<file path="src/rtl/fpu_tag_table_pkg.sv">
// Shared FPU types for the tag table.
// Holds lane counts, bundle typedefs and the tag-width helper.
package fpu_tag_table_pkg;

  localparam int NUM_THREADS = 2;
  localparam int META_W      = 32;

  typedef logic [4:0]        fflags_t;
  typedef logic [META_W-1:0] meta_t;

  localparam int DATA_W = NUM_THREADS * 32;
  localparam int FLAG_W = NUM_THREADS * $bits(fflags_t);

  function automatic int log2up(input int n);
    int r;
    r = 1;
    for (int i = 1; i < 32; i++) begin
      if ((1 << i) < n) r = i + 1;
    end
    return r;
  endfunction

endpackage

</file>
<file path="src/rtl/fpu_tag_table_alloc.sv">
// Lowest-index priority encoder.
// Finds the first free tag in the bitmap.
module fpu_tag_alloc
  import fpu_tag_table_pkg::*;
#(
  parameter int N = 8,
  parameter int W = log2up(N)
) (
  input  logic [N-1:0] i_bits,
  output logic [W-1:0] o_idx,
  output logic         o_valid
);

  always_comb begin
    o_idx   = '0;
    o_valid = 1'b0;
    for (int i = N - 1; i >= 0; i--) begin
      if (i_bits[i]) begin
        o_idx   = W'(i);
        o_valid = 1'b1;
      end
    end
  end

endmodule

</file>
<file path="src/rtl/fpu_tag_table.sv">
// Tag allocator and metadata store in front of the FPU wrapper.
// Out-of-order results regain their metadata in one output stage.
module fpu_tag_table
  import fpu_tag_table_pkg::*;
#(
  parameter int DEPTH = 8,
  parameter int METAW = META_W,
  parameter int DATAW = DATA_W,
  parameter int FLAGW = FLAG_W,
  parameter int TAGW  = log2up(DEPTH)
) (
  input  logic             clk,
  input  logic             reset,
  input  logic             req_valid,
  output logic             req_ready,
  input  logic [METAW-1:0] req_meta,
  output logic             fpu_valid,
  input  logic             fpu_ready,
  output logic [TAGW-1:0]  fpu_tag,
  input  logic             rsp_valid,
  output logic             rsp_ready,
  input  logic [TAGW-1:0]  rsp_tag,
  input  logic [DATAW-1:0] rsp_data,
  input  logic             rsp_has_fflags,
  input  logic [FLAGW-1:0] rsp_fflags,
  output logic             cmt_valid,
  input  logic             cmt_ready,
  output logic [METAW-1:0] cmt_meta,
  output logic [DATAW-1:0] cmt_data,
  output logic             cmt_has_fflags,
  output logic [FLAGW-1:0] cmt_fflags,
  output logic             empty
);

  logic [DEPTH-1:0] r_free;
  logic [TAGW:0]    r_count;
  logic [METAW-1:0] r_meta [DEPTH];
  logic             r_cmt_valid;

  logic [TAGW-1:0] w_tag;
  logic            w_any_free;
  logic            w_full;
  logic            w_issue;
  logic            w_rel;

  fpu_tag_alloc #(
    .N (DEPTH),
    .W (TAGW)
  ) u_alloc (
    .i_bits  (r_free),
    .o_idx   (w_tag),
    .o_valid (w_any_free)
  );

  assign w_full    = (r_count == (TAGW+1)'(DEPTH));
  assign fpu_valid = req_valid & ~w_full;
  assign req_ready = fpu_ready & ~w_full;
  assign fpu_tag   = w_tag;
  assign w_issue   = req_valid & fpu_ready & ~w_full;

  assign rsp_ready = ~r_cmt_valid | cmt_ready;
  assign w_rel     = rsp_valid & rsp_ready;

  assign cmt_valid = r_cmt_valid;
  assign empty     = (r_count == '0) & ~r_cmt_valid;

  // issue and release never target the same tag in one cycle
  always_ff @(posedge clk or posedge reset) begin
    if (reset) begin
      r_free <= '1;
    end else begin
      if (w_issue) r_free[w_tag]   <= 1'b0;
      if (w_rel)   r_free[rsp_tag] <= 1'b1;
    end
  end

  always_ff @(posedge clk or posedge reset) begin
    if (reset) begin
      r_count <= '0;
    end else if (w_issue && !w_rel) begin
      r_count <= r_count + 1'b1;
    end else if (w_rel && !w_issue) begin
      r_count <= r_count - 1'b1;
    end
  end

  always_ff @(posedge clk) begin
    if (w_issue) r_meta[w_tag] <= req_meta;
  end

  always_ff @(posedge clk or posedge reset) begin
    if (reset) begin
      r_cmt_valid <= 1'b0;
    end else if (w_rel) begin
      r_cmt_valid <= 1'b1;
    end else if (cmt_ready) begin
      r_cmt_valid <= 1'b0;
    end
  end

  always_ff @(posedge clk) begin
    if (w_rel) begin
      cmt_meta       <= r_meta[rsp_tag];
      cmt_data       <= rsp_data;
      cmt_has_fflags <= rsp_has_fflags;
      cmt_fflags     <= rsp_fflags;
    end
  end

  a_legal_release: assert property (
    @(posedge clk) disable iff (reset)
    w_rel |-> !r_free[rsp_tag]
  );

  a_alloc_ok: assert property (
    @(posedge clk) disable iff (reset)
    !w_full |-> w_any_free
  );

endmodule

</file>
<file path="config.mk">
export PLATFORM = sky130hd
export DESIGN_NAME = fpu_tag_table
export DESIGN_NICKNAME = d
export VERILOG_FILES = /design/src/rtl/fpu_tag_table_pkg.sv /design/src/rtl/fpu_tag_table_alloc.sv /design/src/rtl/fpu_tag_table.sv
export SDC_FILE = /design/constraint.sdc
export NUM_CORES = 1
export LEC_CHECK = 0
export BUFFER_PORTS_ARGS = -buffer_cell sky130_fd_sc_hd__buf_2
export CAP_MARGIN = 20
export CELL_PAD_IN_SITES_DETAIL_PLACEMENT = 2
export CELL_PAD_IN_SITES_GLOBAL_PLACEMENT = 2
export CORE_MARGIN = 5
export CORE_UTILIZATION = 44
export CTS_BUF_LIST = sky130_fd_sc_hd__clkbuf_4 sky130_fd_sc_hd__clkbuf_8
export DETAILED_ROUTE_END_ITERATION = 12
export PLACE_DENSITY = 0.87
export SETUP_SLACK_MARGIN = 0.2
export SLEW_MARGIN = 15
export SYNTH_ARGS = -nofsm -noshare
export SYNTH_HDL_FRONTEND = slang
export SYNTH_SLANG_ARGS = --single-unit
</file>
<file path="constraint.sdc">
create_clock -name clk -period 6.96 [get_ports clk]
set_clock_uncertainty 0.05 [all_clocks]
set_input_delay 0.696 -clock clk [delete_from_list [all_inputs] [get_ports clk]]
set_output_delay 0.696 -clock clk [all_outputs]
set_load 0.03 [all_outputs]
</file>
==> results.sh, run 1 <==
export IMPL_status="finished, final reports clean"
export IMPL_ctsResizeCount=0
export IMPL_synth_edf_count=363
export IMPL_final_layout_size_suffix_gt1_share_pct=30.91
export IMPL_worstReg2RegStart="r_count[0]$_DFFE_PP0P_"
export IMPL_grt_overflow=0
export IMPL_combinationalPowerShare_pct=26.5
export IMPL_leakage_uw=0.007106
export IMPL_register_area_um2=11960
export IMPL_grt_util_all_layers_pct=30.19
export IMPL_crit_type="reg2reg"
export IMPL_final_common_cell="edfxtp_1"
export IMPL_grt_antenna_before_repair=3
export IMPL_ys_ff_latch=405
export IMPL_place_hpwl_um=39090
export IMPL_cp_arrival_ns=5.90
export IMPL_synth_cell_types=67
export IMPL_clock_latency_ns=0.66
export IMPL_worst_slew_pin_slew_ns=1.111
export IMPL_syn_inst=1069
export IMPL_cts_sinks=405
export IMPL_reg2reg_slack_ns=1.51
export IMPL_postLayoutSetupSlackWorst_ns=1.507
export IMPL_period_share_pct=78.34
export IMPL_wl_met3_um=4538
export IMPL_grt_max_degree=82
export IMPL_htree_levels=3
export IMPL_hp_class="in2async"
export IMPL_vias=11650
export IMPL_grt_pass1_wl_um=91340
export IMPL_multi_input_area_um2=3940
export IMPL_yosysWarnings=0
export IMPL_cts_tree="built"
export IMPL_cts_buffer_depth=3
export IMPL_finalNonFillerCells=1888
export IMPL_netlist_area_um2=16240
export IMPL_grt_setup_unrepaired="false"
export IMPL_cp_data_required_time_ns=7.40
export IMPL_cts_root_buffer="clkbuf_8"
export IMPL_syn_to_final_growth_pct=19.38
export IMPL_clkTransAtPathRegs_ns=0.08
export IMPL_startpoint_type="register"
export IMPL_gp_congestion=0.8399
export IMPL_antenna_left=0
export IMPL_p_per_area_nw_per_um2=362.7
export IMPL_portBuffers=259
export IMPL_ys_flop_type="edfxtp_1"
export IMPL_setup_violations=0
export IMPL_wl_um=63190
export IMPL_numCtsBuffers=69
export IMPL_synth_async_sr_flop_share_pct=10.37
export IMPL_post_place_ws_ns=1.710
export IMPL_mostFrequentLayoutCells="edfxtp_1, buf_2, a22oi_1"
export IMPL_ys_seq_area_share_pct=73.67
export IMPL_grt_pass1_vias=12920
export IMPL_drt_pre_antenna_iters=5
export IMPL_postSynthAreaPerCell_um2=15.19
export IMPL_period_minus_slack_ns=5.453
export IMPL_hold_slack_ns=0.1913
export IMPL_crit_fanout=24
export IMPL_seqPwrFrac_pct=42.0
export IMPL_drc=0
export IMPL_cts_hold_buffers_added=0
export IMPL_hold_viol=0
export IMPL_met2_length_um=33070
export IMPL_dp_cells=1762
export IMPL_cts_setup_buffers=0
export IMPL_cap_violations=0
export IMPL_r2r_end="r_count[28]$_DFFE_PP0P_"
export IMPL_netSwitchingFraction_pct=34.44
export IMPL_drt_iter0_markers=1031
export IMPL_slew_headroom_pct=25.95
export IMPL_p_clk_share_pct=31.5
export IMPL_wl_met1_um=22210
export IMPL_highest_layer="met4"
export IMPL_core_area_um2=36520
export IMPL_internal_power_uw=4610
export IMPL_die_x_um=202.1
export IMPL_r2r_cells=17
export IMPL_switching_power_uw=2421
export IMPL_nets=1544
export IMPL_io_pins=289
export IMPL_initial_core_util_pct=44.46
export IMPL_cp_end_kind="register"
export IMPL_fmax_ghz=0.1834
export IMPL_via_per_inst=6.170
export IMPL_final_max_slew_viol_count=0
export IMPL_tns_ns=0
export IMPL_ir_worst_vdd_mv=0.2959
export IMPL_fillers=3364
export IMPL_die_area_um2=40840
export IMPL_die_y_um=202.1
export IMPL_wl_per_cell_um=33.47
export IMPL_num_rows=70
[stage by stage]
step	util, %	total power, µW	area [µm²]
floorplan	-	4220	16340
global placement	49.34	4636	18020
detailed placement	49.34	4776	18020
CTS	53.05	7047	19380
global route	53.07	7346	19380
finish	53.07	7031	19380
[layer usage]
layer	vias up	GRT usage [%]
met5	-	0
met4	0	15.32
li1	4762	-
met2	710	53.99
met1	6000	33.97
met3	177	6.690
[sequential cells by signal (all words and copies together), names as in the netlist]
register,cells
cmt_fflags,10
cmt_has_fflags,1
cmt_valid,1
r_count,33
r_meta,256
r_free,8
cmt_meta,32
cmt_data,64
[worst max path at each step]
stage | endpoint | slack (ns) | startpoint | cells after the start
2_1_floorplan | r_free[3]$_DFF_PP1_ | 2.53 | cmt_ready | 5
3_3_place_gp | r_count[31]$_DFFE_PP0P_ | 2.13 | r_count[0]$_DFFE_PP0P_ | 17
3_5_place_dp | r_count[31]$_DFFE_PP0P_ | 1.71 | r_count[0]$_DFFE_PP0P_ | 17
4_1_cts | r_count[28]$_DFFE_PP0P_ | 1.49 | r_count[0]$_DFFE_PP0P_ | 17
5_1_grt | r_count[31]$_DFFE_PP0P_ | 1.17 | r_count[12]$_DFFE_PP0P_ | 17
6_report | r_count[28]$_DFFE_PP0P_ | 1.51 | r_count[0]$_DFFE_PP0P_ | 17
[cells in the mapped netlist, drive strengths merged (5+ instances only)]
library cell  number  share of area, %
buf               36               1.6
a21o               8              0.37
a21oi             35               1.2
a22oi            129               6.0
clkbuf            45               1.0
nand3             23              0.77
nor3              11              0.44
xor2               6              0.32
o21bai             7              0.37
and3              11              0.45
dfrtp             34               5.2
dfstp              8               1.3
a31oi              7              0.40
nor4              15              0.58
o21ai             56               1.8
edfxtp           363                67
a211oi             5              0.29
nor2              25              0.59
xnor2             21               1.1
ha                33               2.5
inv               24              0.55
nand4             42               1.6
nand2             73               1.7
[cell families (layout without fill, tap and decap cells)]
group | after synthesis | count (layout) | synth area share, %
flip-flops | 405 | 405 | 73.67
adder cells (fa/ha/maj) | 34 | 34 | 2.666
other | 1 | 32 | 0.02310
multiplexers | 2 | 2 | 0.1541
XOR/XNOR | 27 | 27 | 1.456
AND/OR/NAND/NOR | 223 | 223 | 7.159
buffers and inverters | 105 | 425 | 3.152
AO/OA/AOI/OAI | 272 | 272 | 11.72
[power by group through the flow]
| stage | Clock [µW] | Combinational [µW] | Sequential [µW] |
|---|---|---|---|
| global placement | 0 | 1660 | 2970 |
| CTS | 2250 | 1850 | 2950 |
| detailed placement | 0 | 1790 | 2990 |
| global route | 2370 | 2010 | 2960 |
| floorplan | 0 | 1200 | 3020 |
| finish | 2220 | 1860 | 2950 |
[critical path, stage by stage, from the launching register on]
cell	delay, ns
dfrtp_1	0.43
nor4_1	0.55
nand2_1	0.15
nor4_1	0.65
nand2_1	0.18
and3_1	0.35
ha_1	0.30
inv_1	0.36
buf_4	0.41
ha_1	0.42
and3_1	0.30
and4_1	0.25
a32oi_1	0.18
nand3_1	0.10
nand2_1	0.18
o221ai_1	0.16
xnor2_1	0.21
o21ai_1	0.07
[final cells by class]
cell class / instances / share of cell area [%]
flip-flops and latches: 405 / 61.71
multi-input cells: 587 / 20.33
repair buffers: 278 / 7.423
clock buffers: 104 / 6.416
well taps: 468 / 3.021
clock inverters: 19 / 0.5874
inverters: 24 / 0.4777
diodes: 3 / 0.03873
(Power assumes the default switching activity.)
==> run 2, diff against run 1 <==
- ABC_AREA: unset -> 1
- CORE_UTILIZATION: 44 -> 35
- PLACE_DENSITY: 0.87 -> 0.78
- clock period: 6.96 -> 4.95 ns (I/O delays scaled with it)
==> run 2 against run 1 <==
Net effect:
- sequential share of layout area is 6.0 points lower
- synthesized cell count rose by 40%
- sequential power up 40%
- via count is 10% higher
- cell count increased by 38%
- clock-buffer cell count is 1 lower
- critical path depth rose by 3
- combinational power rose by 56%
- non-clock buffer count rose by 72
- worst hold slack worse by 0.14 ns
- total power is 45% higher
==> results.sh, run 2 <==
export IMPL_critPathLaunch="r_count[19]$_DFFE_PP0P_"
export IMPL_ys_top_cells_by_area="edfxtp_1, nand2_1, dfrtp_1"
export IMPL_worstReg2RegStart="r_count[19]$_DFFE_PP0P_"
export IMPL_wl_um=62710
export IMPL_crit_fanout=32
export IMPL_period_minus_slack_ns=3.847
export IMPL_postSynthAreaPerCell_um2=11.56
export IMPL_grt_util_all_layers_pct=22.80
export IMPL_regMostFlops="r_meta"
export IMPL_startpoint_type="register"
export IMPL_grt_max_degree=116
export IMPL_grt_met2_usage_pct=42.77
export IMPL_drt_pre_antenna_iters=5
export IMPL_cp_data_required_time_ns=5.42
export IMPL_cts_tree="built"
export IMPL_cts_root_buffer="clkbuf_8"
export IMPL_hp_class="in2reg"
export IMPL_antenna_left=0
export IMPL_cp_num_buf_inv=4
export IMPL_synth_top_area_cell="edfxtp_1"
export IMPL_worstPathCellList="nor2_1 > nand4_1 > nor2_1 > nand3_1 > nand2_1 > inv_2 > ha_1 > inv_1 > buf_4 > ha_1 > nand2_1 > inv_1 > nand2_1 > nand2_1 > a21oi_1 > nand2_1 > nand2_1 > nand3_1 > nand3_1 > nand2_1"
export IMPL_netSwitchingFraction_pct=35.80
export IMPL_final_common_cell="nand2_1"
export IMPL_seqPwrFrac_pct=40.7
export IMPL_combinationalPowerShare_pct=28.5
export IMPL_slew_headroom_pct=35.62
export IMPL_multi_input_area_um2=4354
export IMPL_critPathSlowestCell="dfrtp_1"
export IMPL_cts_sinks=405
export IMPL_wl_per_cell_um=24.05
export IMPL_synth_top_cell_area_share_pct=63.09
export IMPL_fmax_ghz=0.2599
export IMPL_min_from="req_meta[7]"
export IMPL_p_per_area_nw_per_um2=474.5
export IMPL_grt_busiest_layer="met2"
export IMPL_io_pins=289
export IMPL_fillers=5129
export IMPL_crit_path_frequent_cell="nand2_1"
export IMPL_worst_slew_pin_slew_ns=0.9642
export IMPL_crit_type="reg2reg"
export IMPL_grt_setup_unrepaired="false"
export IMPL_syn_inst=1495
export IMPL_synthTopCellsByCount="nand2_1, edfxtp_1, inv_1"
export IMPL_p_clk_share_pct=30.8
export IMPL_synth_async_sr_flop_share_pct=10.37
export IMPL_portBuffers=259
export IMPL_register_area_um2=11960
export IMPL_hold_viol=0
export IMPL_core_area_um2=48850
export IMPL_status="finished, final reports clean"
export IMPL_vias=12870
export IMPL_grt_pass1_vias=14840
export IMPL_ys_seq_area_share_pct=69.23
export IMPL_place_hpwl_um=40190
export IMPL_die_area_um2=53910
export IMPL_period_share_pct=77.72
export IMPL_grt_pass1_wl_um=91750
export IMPL_drc=0
export IMPL_initial_core_util_pct=35.37
export IMPL_cp_arrival_ns=4.32
export IMPL_internal_power_uw=6539
export IMPL_die_x_um=232.2
export IMPL_yosysWarnings=0
export IMPL_cts_buffer_depth=3
export IMPL_tns_ns=0
export IMPL_gp_congestion=0.7907
export IMPL_switching_power_uw=3646
export IMPL_clkTransAtPathRegs_ns=0.06
export IMPL_mostFrequentLayoutCells="nand2_1, edfxtp_1, buf_2"
export IMPL_via_per_inst=4.936
export IMPL_nets=2067
export IMPL_grt_overflow=0
export IMPL_reg_largest_list="r_meta (256), cmt_data (64), r_count (33)"
export IMPL_cp_top_family="simple AND/OR/NAND/NOR gates"
export IMPL_clock_latency_ns=0.66
export IMPL_cp_end_kind="register"
export IMPL_max_stage_delay_ns=0.42
export IMPL_ys_flop_type="edfxtp_1"
export IMPL_synth_cell_types=37
export IMPL_drt_iter0_markers=792
export IMPL_final_layout_size_suffix_gt1_share_pct=22.42
export IMPL_ys_ff_latch=405
export IMPL_leakage_uw=0.009123
export IMPL_fin_util_pct=43.94
export IMPL_grt_antenna_before_repair=7
export IMPL_die_y_um=232.2
export IMPL_use_met3_pct=4.573
export IMPL_netlist_area_um2=17280
export IMPL_cts_setup_buffers=0
export IMPL_cap_violations=0
export IMPL_synth_edf_count=363
export IMPL_final_max_slew_viol_count=0
export IMPL_syn_to_final_growth_pct=24.23
export IMPL_synth_most_common_cell="nand2_1"
export IMPL_grtUsageMet1_pct=26.03
export IMPL_largest_reg_flops=256
export IMPL_ir_worst_vdd_mv=0.3223
export IMPL_numCtsBuffers=71
export IMPL_setup_violations=0
export IMPL_num_rows=81
export IMPL_htree_levels=3
-- run 2: cell types whose count changed after synthesis, moves of 12 or more --
cell	previous run	this run
clkbuf_1	45	12
xnor2_1	21	8
nor2_1	24	85
a22oi_1	129	37
nand3_1	21	72
inv_1	24	180
a221oi_1	0	12
nor4_1	15	1
nand2_1	73	448
a221oi_2	0	15
-- run 2: final cells by class --
class / count / area share [%]
Sequential cell: 405 / 55.73
Multi-Input combinational cell: 867 / 20.29
Timing Repair Buffer: 350 / 10.22
Clock buffer: 103 / 5.905
Tap cell: 664 / 3.871
Inverter: 193 / 3.387
Clock inverter: 22 / 0.5654
Antenna cell: 3 / 0.03498
-- run 2: power groups by stage --
stage | clock network, µW | logic, µW | registers, µW
after global placement | 0 | 2710 | 4190
final | 3140 | 2900 | 4140
after floorplan | 0 | 1830 | 4270
after global routing | 3410 | 3270 | 4160
after CTS | 3190 | 2930 | 4140
after detailed placement | 0 | 2860 | 4200
-- run 2: cells by family after synthesis --
family	after synthesis	share of synthesized area (%)
and+or+nand+nor	661	15.72
buffers and inverters	251	6.271
AOI/OAI and AO/OA	134	5.793
other	1	0.02170
adders and majority gates	34	2.506
DFF	405	69.23
xor gates and xnor gates	9	0.4562
-- run 2: final timing paths --
kind | cells past startpoint | end | slack [ns]
worst max-delay path | 20 | r_count[29]$_DFFE_PP0P_ | 1.10
worst min-delay path | 1 | r_meta[0][7]$_DFFE_PP_ | 0.06
worst max register to register | 20 | r_count[29]$_DFFE_PP0P_ | 1.10
worst min register to register | 2 | r_free[4]$_DFF_PP1_ | 0.42
max in group asynchronous | 4 | r_free[6]$_DFF_PP1_ | 3.94
min in group asynchronous | 3 | r_count[0]$_DFFE_PP0P_ | 0.33
-- run 2: repair_timing --
item	4_1_cts	5_1_grt
setup endpoints to repair	0	0
endpoints found under the hold margin	84	0
resized for setup	0	0
hold buffers	76	0
-- run 2: routing by layer --
layer	vias up	part of all wire, %
li1	5859	-
met1	6593	39
met2	309	54
met3	101	4.3
met4	6	2.8
met5	-	0.065
-- run 2: stage by stage --
stage                     area, µm²  instances  worst slack (ns)  hold slack (ns)  total power, µW
after floorplan               17380       1523            0.7414           0.3920             6095
after global placement        19290       2402             1.196           0.4031             6899
after detailed placement      19310       2403             1.084           0.4114             7058
after CTS                     21460       2604             1.039         0.005011            10260
after global routing          21460       2605            0.7190          0.02059            10840
final                         21460       2607             1.103          0.05587            10190
